### src/rtl/pe_code_fifo.sv
`timescale 1ns/1ps
// pe_code_fifo: converts priority-encoder codes into events and queues them
// in a first-word-fall-through FIFO drained over a valid/ready handshake.
// Also keeps sticky overflow/illegal-code status and a saturating drop count.
module pe_code_fifo #(
  parameter int DEPTH = 8,
  parameter bit DEDUP = 1'b1
) (
  input  logic                   clk,
  input  logic                   rst,
  input  logic [3:0]             code_in,
  input  logic                   clr,
  output logic [3:0]             out_code,
  output logic                   out_valid,
  input  logic                   out_ready,
  output logic [$clog2(DEPTH):0] level,
  output logic                   overflow,
  output logic [7:0]             drop_cnt,
  output logic                   bad_code
);

  localparam int AW = $clog2(DEPTH);
  localparam int LW = AW + 1;
  localparam logic [LW-1:0] FULL_LVL = LW'(DEPTH);

  logic [3:0]    mem_q [DEPTH];
  logic [AW-1:0] wr_ptr_q, wr_ptr_d;
  logic [AW-1:0] rd_ptr_q, rd_ptr_d;
  logic [LW-1:0] level_q, level_d;
  logic [3:0]    last_code_q, last_code_d;
  logic          overflow_q, overflow_d;
  logic [7:0]    drop_cnt_q, drop_cnt_d;
  logic          bad_code_q, bad_code_d;

  logic code_legal, code_illegal, code_change;
  logic evt, empty, full, pop, push, drop;

  // Event detection and handshake qualification.
  // A full queue still accepts an event when the head leaves on the same edge.
  always_comb begin
    code_legal   = (code_in != 4'd0) && (code_in <= 4'd8);
    code_illegal = (code_in > 4'd8);
    code_change  = (code_in != last_code_q);
    evt          = code_legal && (!DEDUP || code_change);
    empty        = (level_q == '0);
    full         = (level_q == FULL_LVL);
    pop          = !empty && out_ready;
    push         = evt && (!full || pop);
    drop         = evt && full && !pop;
  end

  // Next-state for pointers, occupancy and status.
  // last_code follows code_in unconditionally so illegal codes and zero
  // both break a run of identical codes.
  always_comb begin
    wr_ptr_d    = wr_ptr_q;
    rd_ptr_d    = rd_ptr_q;
    level_d     = level_q + LW'(push) - LW'(pop);
    last_code_d = code_in;
    overflow_d  = overflow_q;
    drop_cnt_d  = drop_cnt_q;
    bad_code_d  = bad_code_q;
    if (push) begin
      wr_ptr_d = wr_ptr_q + AW'(1);
    end
    if (pop) begin
      rd_ptr_d = rd_ptr_q + AW'(1);
    end
    if (drop) begin
      overflow_d = 1'b1;
      if (drop_cnt_q != 8'hFF) begin
        drop_cnt_d = drop_cnt_q + 8'd1;
      end
    end
    if (code_illegal) begin
      bad_code_d = 1'b1;
    end
  end

  // State registers; clr behaves as a synchronous copy of reset.
  always_ff @(posedge clk or posedge rst) begin
    if (rst) begin
      wr_ptr_q    <= '0;
      rd_ptr_q    <= '0;
      level_q     <= '0;
      last_code_q <= 4'd0;
      overflow_q  <= 1'b0;
      drop_cnt_q  <= 8'd0;
      bad_code_q  <= 1'b0;
    end else if (clr) begin
      wr_ptr_q    <= '0;
      rd_ptr_q    <= '0;
      level_q     <= '0;
      last_code_q <= 4'd0;
      overflow_q  <= 1'b0;
      drop_cnt_q  <= 8'd0;
      bad_code_q  <= 1'b0;
    end else begin
      wr_ptr_q    <= wr_ptr_d;
      rd_ptr_q    <= rd_ptr_d;
      level_q     <= level_d;
      last_code_q <= last_code_d;
      overflow_q  <= overflow_d;
      drop_cnt_q  <= drop_cnt_d;
      bad_code_q  <= bad_code_d;
    end
  end

  // Storage needs no reset: stale entries are hidden because level gates the head.
  always_ff @(posedge clk) begin
    if (push && !clr && !rst) begin
      mem_q[wr_ptr_q] <= code_in;
    end
  end

  // Head of queue straight from storage, masked when empty.
  always_comb begin
    out_valid = !empty;
    out_code  = empty ? 4'd0 : mem_q[rd_ptr_q];
    level     = level_q;
    overflow  = overflow_q;
    drop_cnt  = drop_cnt_q;
    bad_code  = bad_code_q;
  end

endmodule

### config.mk
export PLATFORM = sky130hd
export DESIGN_NAME = pe_code_fifo
export DESIGN_NICKNAME = d
export VERILOG_FILES = /design/src/rtl/pe_code_fifo.sv
export SDC_FILE = /design/constraint.sdc
export NUM_CORES = 1
export LEC_CHECK = 0
export ABC_CLOCK_PERIOD_IN_PS = 2800
export BUFFER_PORTS_ARGS = -buffer_cell sky130_fd_sc_hd__buf_2
export CAP_MARGIN = 10
export CELL_PAD_IN_SITES_DETAIL_PLACEMENT = 0
export CELL_PAD_IN_SITES_GLOBAL_PLACEMENT = 1
export CORE_ASPECT_RATIO = 1.2
export CORE_MARGIN = 1
export CORE_UTILIZATION = 47
export DETAILED_ROUTE_END_ITERATION = 16
export PLACE_DENSITY_LB_ADDON = 0.1
export SYNTH_ARGS = -nofsm -noshare
export SYNTH_HDL_FRONTEND = slang
export SYNTH_SLANG_ARGS = --single-unit
### constraint.sdc
create_clock -name clk -period 2.8 [get_ports clk]
set_input_delay 0 -clock clk [delete_from_list [all_inputs] [get_ports clk]]
set_output_delay 0 -clock clk [all_outputs]
set_load 0.02 [all_outputs]
==> run_results.csv, run 1 <==
group,metric,value,unit
status,outcome,"finished, final reports clean",
critical_path,cp.required,2.74,ns
global_routing,grt_pass1_vias,1568,
clocking,cts_root_buffer,"clkbuf_8",
sta,hold_violations,0,
floorplan,std_cell_rows,29,
clocking,cts_max_path_buffers,2,
drt,vias_per_cell,5.53,
clocking,postCtsSetupBuffers,0,
yosys,yosys_warnings,0,
floorplan,die-area,5740,µm²
drt,dr.pass1.iters,5,
placed_design,dp_hpwl,3.36,mm
sta,max-slew-margin-rel,54.4,%
critical_path,endpoint_kind,"flip-flop",
drt,drt_iter0_drc,35,
critical_path,path_cells,"inv_1, ha_1, nand2b_1, and3_1, or3_1, buf_4, nor3_1",
clocking,clkTransAtPathRegs,0.10,ns
global_routing,overflow,0,
floorplan,start_util,48.6,%
min_path,hp-class,"input pin to flip-flop",
yosys,syn_avg_cell_area,13.2,µm²
power,power_density,759,nW/µm²
placed_design,preCtsSetupSlack,0.313,ns
critical_path,crit_slowest_cell,"nor3_1",
global_routing,grtUsageTotal,17.6,%
sta,whs,0.0449,ns
flow_run,maxCapViolCount,0,
drt,drt-total-wl,4.73,mm
placed_design,dp.cells,284,
floorplan,die_x,69.4,µm
yosys,seq_area_frac_synth,61.0,%
floorplan,die_y,82.8,µm
clocking,clk_latency,0.30,ns
placed_design,gp_congestion,0.786,
power,power_leakage,0.00116,µW
sta,setup-violations-final,0,
critical_path,crit_arrival,2.40,ns
global_routing,antenna_found_initial,0,
power,ir_worst_vdd,0.368,mV
sta,finalSetupTns,0,ns
global_routing,grt_max_degree,26,
layout,final_nets,247,
sta,max_freq,406,MHz
clocking,htree_levels,2,
drt,vias,1619,
critical_path,critPathKind,"flip-flop to flip-flop",
layout,antenna_cells,0,
yosys,syn_nets,211,
sta,rsz0062_at_grt,"false",
yosys,synth_cell_types,33,
drt,drc,0,
global_routing,grt_pass1_wl,7.80,mm
layout,layout_commonest_cell,"edfxtp_1",
layout,area_growth,14.1,%
yosys,yosysTopAreaCellShare,37.6,%
critical_path,critPathMaxFanout,12,
sta,min_period_over_period,88.0,%
layout,final_cell_mix,"32 x edfxtp_1, 26 x buf_2, 24 x dfrtp_1, 17 x nor2_1, 11 x a21oi_1",
yosys,syn-instance-count,194,
clocking,cts_tree,"built",
floorplan,core,5260,µm²
placed_design,numPortBuffers,26,
yosys,synth_area,2560,µm²
yosys,yosys.area.top_type,"edfxtp_1",
floorplan,io_pins,27,
sta,slew_viol_final,0,
critical_path,start_kind,"flip-flop",
clocking,numCtsBuffers,5,
layout,fin_cells,293,
critical_path,slowest_delay,0.58,ns
sta,period_needed,2.46,ns
drt,ant_nets,0,
drt,wl_per_cell,16.1,µm
layout,final_layout_size_suffix_gt1_share,22.5,%
clocking,clock_sinks,56,
sta,skew,0.00653,ns
sta,setup_slack,0.337,ns
yosys,synthTopCellsByArea,"edfxtp_1 38%, dfrtp_1 23%, mux4_2 7.0%",
sta,worst_pin_slew,0.679,ns
yosys,ys_seq_elements,56,
layout,n_fill_cell,432,
clocking,cts-resized-gates,0,
==> worst paths after layout <==
| check | start | endpoint | slack, ns | depth (start not counted) |
|---|---|---|---|---|
| max reg2reg | level[2] | mem_q[3][1] | 0.34 | 7 |
| min in group asynchronous | rst | bad_code | 0.33 | 4 |
| max | level[2] | mem_q[3][1] | 0.34 | 7 |
| min | code_in[0] | mem_q[6][0] | 0.04 | 1 |
| max in group asynchronous | rst | rd_ptr_q[2] | 2.23 | 4 |
| min reg2reg | overflow | overflow | 0.51 | 2 |
==> cell type report <==
| type | count | area [µm²] | area share [%] |
|---|---|---|---|
| flip-flops and latches | 56 | 1560 | 53.5 |
| clock buffers | 6 | 72.6 | 2.49 |
| multi-input cells | 122 | 927 | 31.8 |
| repair buffers | 36 | 208 | 7.12 |
| clock inverters | 2 | 38.8 | 1.33 |
| inverters | 9 | 33.8 | 1.16 |
| well taps | 62 | 77.6 | 2.66 |
==> state kept, by name (all words and copies together) (netlist names) <==
name         count
bad_code         1
drop_cnt         8
overflow         1
level            4
last_code_q      4
wr_ptr_q         3
mem_q           32
rd_ptr_q         3
==> where the power goes <==
group          total (µW)  internal [µW]  switching [µW]
clock network         526            271             255
logic                 671            306             365
registers            1020            929            88.4
==> what timing repair did <==
| item | 4_1_cts | 5_1_grt |
|---|---|---|
| hold endpoints to repair | 24 | 0 |
| hold buffers | 1 | 0 |
| endpoints found under the setup margin | 0 | 0 |
==> cell usage after synthesis <==
library cell / number
and3_1: 1
nor3_1: 8
nor4_1: 1
nand3b_1: 1
o31ai_1: 3
buf_6: 1
or2_4: 1
nor3b_1: 2
fa_1: 1
nor2_1: 17
or3_1: 9
buf_1: 1
mux4_2: 8
nand3_1: 7
edfxtp_1: 32
dfrtp_1: 24
xnor2_1: 3
or2_2: 1
xor2_1: 6
mux2i_1: 7
a21o_1: 1
buf_2: 2
or4_1: 3
a21oi_1: 11
ha_1: 8
nand2b_1: 2
nand2_1: 7
or4b_1: 1
o41ai_1: 1
nor2b_1: 6
inv_1: 9
o21ai_0: 6
clkbuf_1: 3
==> per-layer routing <==
metal	vias to the layer above	share of wire, %	wire length [µm]	track usage [%]
met4	0	1.6	74	5.19
li1	784	-	-	-
met3	7	2.8	134	3.64
met2	31	51	2390	28.6
met1	797	45	2130	23.9
met5	-	0	0	0
==> stage by stage <==
stage / power [µW] / area, µm² / util (%)
2_1_floorplan: 1510 / 2560 / -
3_3_place_gp: 1690 / 2800 / 53.2
4_1_cts: 2250 / 2920 / 55.5
5_1_grt: 2350 / 2920 / 55.5
3_5_place_dp: 1720 / 2800 / 53.2
6_report: 2210 / 2920 / 55.5
==> worst max-delay path: cells and delay by family (launching register included) <==
| family | cells | cell delay, ns |
|---|---|---|
| adders and majority gates | 1 | 0.20 |
| buffers and inverters | 2 | 0.26 |
| DFF | 1 | 0.35 |
| and+or+nand+nor | 4 | 1.28 |
==> kinds of logic (layout without fill, tap and decap cells) <==
kind of cell | Yosys count | in the layout | synth area share [%]
compound gates | 22 | 22 | 4.84
flops | 56 | 56 | 61.0
buf+inv | 16 | 53 | 2.74
fa+ha+maj | 9 | 9 | 4.69
simple gates | 67 | 67 | 13.8
mux | 15 | 15 | 9.78
xor+xnor | 9 | 9 | 3.08
Power figures use the tool's default switching activity.
==> inputs of run 2 (changes only) <==
--- a/config.mk
+++ b/config.mk
@@ -12,7 +12,7 @@
 export CELL_PAD_IN_SITES_GLOBAL_PLACEMENT = 1
 export CORE_ASPECT_RATIO = 1.2
 export CORE_MARGIN = 1
-export CORE_UTILIZATION = 47
+export CORE_UTILIZATION = 25
 export DETAILED_ROUTE_END_ITERATION = 16
 export PLACE_DENSITY_LB_ADDON = 0.1
 export SYNTH_ARGS = -nofsm -noshare
==> run 2 against run 1 <==
Against the previous run:
- setup slack gained 0.017 ns
- non-clock buffer count grew 4
- flip-flop and latch count is the same
- combinational power grew 3.7%
- register-to-register slack gained 0.02 ns
- via count grew 0.49%
- die area grew 85%
- critical endpoint is now level[2]
- highest routed layer unchanged
- wire length grew 17%
==> run_results.csv, run 2 (same netlist as run 1, synthesis figures left out) <==
group,metric,value,unit
global_routing,overflow,0,
global_routing,grt_util_met1,15.6,%
sta,skew,0.00861,ns
placed_design,dp_hpwl,3.85,mm
sta,max_freq,409,MHz
sta,whs,0.0259,ns
power,power_leakage,0.00120,µW
layout,area_growth,19.9,%
drt,wl_per_cell,15.3,µm
power,power_density,775,nW/µm²
clocking,cts_root_buffer,"clkbuf_16",
layout,layout_commonest_cell,"edfxtp_1",
floorplan,die_x,94.4,µm
layout,final_layout_size_suffix_gt1_share,24.3,%
sta,slew_viol_final,0,
clocking,postCtsSetupBuffers,0,
layout,n_fill_cell,1030,
sta,rsz0062_at_grt,"false",
clocking,clk_latency,0.30,ns
global_routing,antenna_found_initial,0,
layout,largest_reg_flops,32,
drt,drt_iter0_drc,43,
sta,hold_violations,0,
clocking,htree_levels,2,
sta,period_needed,2.45,ns
critical_path,critPathMaxFanout,15,
global_routing,grt_max_degree,26,
critical_path,start_kind,"flip-flop",
layout,final_nets,251,
floorplan,io_pins,27,
global_routing,grtUsageMet3,2.49,%
layout,final_cell_mix,"32 x edfxtp_1, 26 x buf_2, 24 x dfrtp_1, 17 x nor2_1, 13 x buf_4",
status,outcome,"finished, final reports clean",
layout,largest-register,"mem_q",
global_routing,grt_pass1_wl,9.29,mm
floorplan,start_util,25.7,%
global_routing,grt_pass1_vias,1678,
drt,dr.pass1.iters,4,
clocking,numCtsBuffers,5,
drt,drt-total-wl,5.54,mm
sta,min_period_over_period,87.4,%
global_routing,grtUsageTotal,11.7,%
sta,worst_pin_slew,0.658,ns
critical_path,endpoint_kind,"flip-flop",
clocking,cts_max_path_buffers,2,
critical_path,crit_arrival,2.61,ns
drt,vias,1627,
placed_design,dpl_cell_area,2910,µm²
flow_run,maxCapViolCount,0,
global_routing,global_route.usage.met2,18.5,%
floorplan,die_y,113,µm
clocking,clock_sinks,56,
clocking,cts_tree,"built",
min_path,hp-class,"input pin to flip-flop",
layout,final_util,30.8,%
layout,fin_area,3070,µm²
drt,drc,0,
sta,setup-violations-final,0,
sta,max-slew-margin-rel,56.2,%
critical_path,critPathKind,"flip-flop to flip-flop",
placed_design,gp_congestion,0.653,
clocking,clkTransAtPathRegs,0.08,ns
layout,antenna_cells,0,
drt,vias_per_cell,4.51,
drt,ant_nets,0,
floorplan,std_cell_rows,40,
sta,finalSetupTns,0,ns
global_routing,grt.busiest_layer,"met2",
floorplan,core,9960,µm²
placed_design,numPortBuffers,26,
critical_path,cp.required,2.97,ns
power,ir_worst_vdd,0.219,mV
floorplan,die-area,10600,µm²
-- run 2: final cells by class --
| type | instances | area, µm² | share of cell area (%) |
|---|---|---|---|
| Tap cell | 126 | 158 | 5.14 |
| Multi-Input combinational cell | 122 | 927 | 30.2 |
| Clock buffer | 5 | 125 | 4.08 |
| Timing Repair Buffer | 40 | 238 | 7.75 |
| Sequential cell | 56 | 1560 | 50.9 |
| Inverter | 9 | 33.8 | 1.10 |
| Clock inverter | 3 | 25.0 | 0.816 |
-- run 2: through the flow --
stage	instances	worst slack, ns	power [µW]
floorplan	194	0.154	1510
global route	361	0.112	2550
CTS	361	0.321	2430
finish	361	0.353	2380
global placement	352	0.411	1760
detailed placement	352	0.343	1760
-- run 2: worst max-delay path, cell delays in order (launching register included) --
cell and delay [ns]:
dfrtp_1 0.37, xor2_1 0.14, nor4_1 0.48, or2_4 0.31, nand2_1 0.10, o21ai_0 0.09
ha_1 0.18, inv_1 0.05, fa_1 0.37, xor2_1 0.16, nor2_1 0.05
-- run 2: routing by layer --
layer	vias to the layer above	part of all wire, %
li1	790	-
met1	807	47
met2	21	49
met3	9	2.4
met4	0	1.7
met5	-	0
-- run 2: timing repair --
item | CTS | global route
hold endpoints to repair | 24 | 0
hold buffers | 1 | 0
resized for setup | 0 | 0
-- run 2: report_power, final --
group	switching [µW]	internal, µW
sequential	94.9	929
combinational	379	317
clock	317	339
-- run 2: worst paths after layout --
path / to / cells past startpoint / slack (ns) / start
worst max-delay path: level[2] / 10 / 0.35 / last_code_q[1]
worst min-delay path: mem_q[2][2] / 1 / 0.03 / code_in[2]
worst max register to register: level[2] / 10 / 0.35 / last_code_q[1]
worst min register to register: overflow / 2 / 0.49 / overflow
max in group asynchronous: rd_ptr_q[0] / 4 / 2.19 / rst
min in group asynchronous: wr_ptr_q[1] / 4 / 0.33 / rst
==> inputs of run 3 (changes only) <==
--- a/config.mk
+++ b/config.mk
@@ -5,13 +5,12 @@
 export SDC_FILE = /design/constraint.sdc
 export NUM_CORES = 1
 export LEC_CHECK = 0
-export ABC_CLOCK_PERIOD_IN_PS = 2800
+export ABC_CLOCK_PERIOD_IN_PS = 3110
 export BUFFER_PORTS_ARGS = -buffer_cell sky130_fd_sc_hd__buf_2
 export CAP_MARGIN = 10
 export CELL_PAD_IN_SITES_DETAIL_PLACEMENT = 0
 export CELL_PAD_IN_SITES_GLOBAL_PLACEMENT = 1
 export CORE_ASPECT_RATIO = 1.2
-export CORE_MARGIN = 1
 export CORE_UTILIZATION = 25
 export DETAILED_ROUTE_END_ITERATION = 16
 export PLACE_DENSITY_LB_ADDON = 0.1
==> constraint.sdc (replaced) <==
create_clock -name clk -period 3.11 [get_ports clk]
set_input_delay 0 -clock clk [delete_from_list [all_inputs] [get_ports clk]]
set_output_delay 0 -clock clk [all_outputs]
set_load 0.02 [all_outputs]
==> run 3 against run 2 <==
Against the previous run:
- final cell count shrank 0.28%
- via count shrank 1.3%
- wire length shrank 2.1%
- register-to-register slack gained 0.33 ns
- sequential power shrank 9.8%
==> run_results.csv, run 3 (same netlist as run 1, synthesis figures left out) <==
group,metric,value,unit
power,p_comb_share,29.4,%
sta,rsz0062_at_grt,"false",
layout,antenna_cells,0,
layout,largest_reg_flops,32,
floorplan,die-area,10600,µm²
sta,min_period_over_period,78.1,%
global_routing,grt_pass1_wl,8.80,mm
floorplan,core,9960,µm²
drt,wl_per_cell,15.1,µm
clocking,clk_latency,0.29,ns
critical_path,cp.required,3.27,ns
drt,ant_nets,0,
layout,n_fill_cell,1028,
critical_path,start_kind,"flip-flop",
placed_design,dp_hpwl,3.76,mm
power,power_density,687,nW/µm²
power,switching_power,680,µW
sta,worst_pin_slew,0.638,ns
placed_design,numPortBuffers,26,
critical_path,path_cells,"inv_1, ha_1, nand2b_1, and3_1, or3_1, o21ai_0, ha_1, inv_1, fa_1, xor2_1, nor2_1",
flow_run,maxCapViolCount,0,
floorplan,die_x,94.4,µm
drt,drt_iter0_drc,26,
clocking,clkTransAtPathRegs,0.07,ns
global_routing,grtUsageTotal,11.2,%
floorplan,std_cell_rows,40,
clocking,numCtsBuffers,5,
power,ir_worst_vdd,0.200,mV
power,power_leakage,0.00119,µW
sta,slew_viol_final,0,
sta,setup-violations-final,0,
floorplan,die_y,113,µm
placed_design,preCtsSetupSlack,0.651,ns
sta,period_needed,2.43,ns
drt,drt-total-wl,5.42,mm
layout,layout_commonest_cell,"edfxtp_1",
layout,final_cell_mix,"32 x edfxtp_1, 26 x buf_2, 24 x dfrtp_1, 17 x nor2_1, 12 x buf_4",
critical_path,cpLargestDelayFamily,"adder cells",
critical_path,critPathMaxFanout,5,
power,p_clk_share,26.8,%
sta,max_freq,412,MHz
floorplan,io_pins,27,
critical_path,crit_arrival,2.58,ns
sta,finalSetupTns,0,ns
power,p_int,1420,µW
sta,setup_slack,0.682,ns
critical_path,endpoint_kind,"flip-flop",
power,p_seq_share,43.8,%
sta,hold_violations,0,
layout,final_util,30.7,%
drt,dr.pass1.iters,4,
global_routing,grt_pass1_vias,1636,
critical_path,critPathKind,"flip-flop to flip-flop",
layout,multi_input_area,927,µm²
sta,skew,0.00631,ns
drt,vias,1606,
clocking,cts_max_path_buffers,2,
layout,final_layout_size_suffix_gt1_share,23.5,%
critical_path,crit_slowest_cell,"fa_1",
layout,fin_area,3060,µm²
layout,largest-register,"mem_q",
placed_design,gp_congestion,0.674,
global_routing,antenna_found_initial,0,
floorplan,start_util,25.7,%
drt,vias_per_cell,4.46,
drt,drc,0,
clocking,clock_sinks,56,
clocking,htree_levels,2,
layout,area_growth,19.4,%
sta,whs,0.0447,ns
clocking,cts_tree,"built",
clocking,cts_root_buffer,"clkbuf_16",
critical_path,slowest_delay,0.37,ns
min_path,hp-class,"input pin to flip-flop",
placed_design,dpl_cell_area,2900,µm²
global_routing,overflow,0,
status,outcome,"finished, final reports clean",
layout,final_nets,250,
global_routing,grt_max_degree,26,
critical_path,crit_buf_inv,2,
power,p_sw_share,32.4,%
sta,max-slew-margin-rel,57.4,%
layout,seq_area,1560,µm²
[run 3: changes by cell type in the layout (fill, tap and decap cells not counted), sizes merged]
cell / previous run / this run
clkbuf: 5 / 6
clkinv: 0 / 1
inv: 11 / 9
buf: 39 / 38
[run 3: per-stage QoR]
stage	cells	power, µW
6_report	360	2100
3_3_place_gp	351	1580
5_1_grt	360	2260
3_5_place_dp	351	1580
4_1_cts	360	2160
2_1_floorplan	194	1360
[run 3: path summary, 6_finish.rpt]
path                       startpoint          end  slack [ns]  depth (start not counted)
max                          level[2]     level[2]        0.68                         11
min                        code_in[2]  mem_q[4][2]        0.04                          1
max reg2reg                  level[2]     level[2]        0.68                         11
min reg2reg                  overflow     overflow        0.50                          2
max in group asynchronous         rst     level[3]        2.50                          4
min in group asynchronous         rst  wr_ptr_q[1]        0.34                          4
[run 3: layout make-up]
| class | instances | area share (%) |
|---|---|---|
| inverters | 9 | 1.11 |
| clock inverters | 2 | 0.532 |
| multi-input cells | 122 | 30.3 |
| repair buffers | 39 | 7.53 |
| clock buffers | 6 | 4.22 |
| flip-flops and latches | 56 | 51.1 |
| well taps | 126 | 5.16 |
[run 3: timing repair]
| item | CTS | global route |
|---|---|---|
| hold buffers | 1 | 0 |
| gates resized for setup | 0 | 0 |
| setup endpoints to repair | 0 | 0 |
| hold endpoints to repair | 24 | 0 |
| buffers inserted | 0 | 0 |
[run 3: power groups by stage]
| stage | combinational [µW] | sequential [µW] | clock [µW] |
|---|---|---|---|
| final | 617 | 920 | 562 |
| after global placement | 635 | 943 | 0 |
| after CTS | 637 | 926 | 594 |
| after detailed placement | 634 | 942 | 0 |
| after floorplan | 446 | 918 | 0 |
| after global routing | 705 | 937 | 613 |
[run 3: metal layers]
layer	track usage, %	up-vias	share of wire [%]
met4	4.00	0	1.1
li1	-	786	-
met5	0	-	0
met3	2.55	4	2.9
met1	14.5	789	46
met2	18.4	27	50
[run 3: worst register-to-register path, stage by stage, from the launching register on]
cell	delay, ns
dfrtp_1	0.34
inv_1	0.07
ha_1	0.20
nand2b_1	0.13
and3_1	0.22
or3_1	0.35
o21ai_0	0.17
ha_1	0.19
inv_1	0.06
fa_1	0.37
xor2_1	0.15
nor2_1	0.05
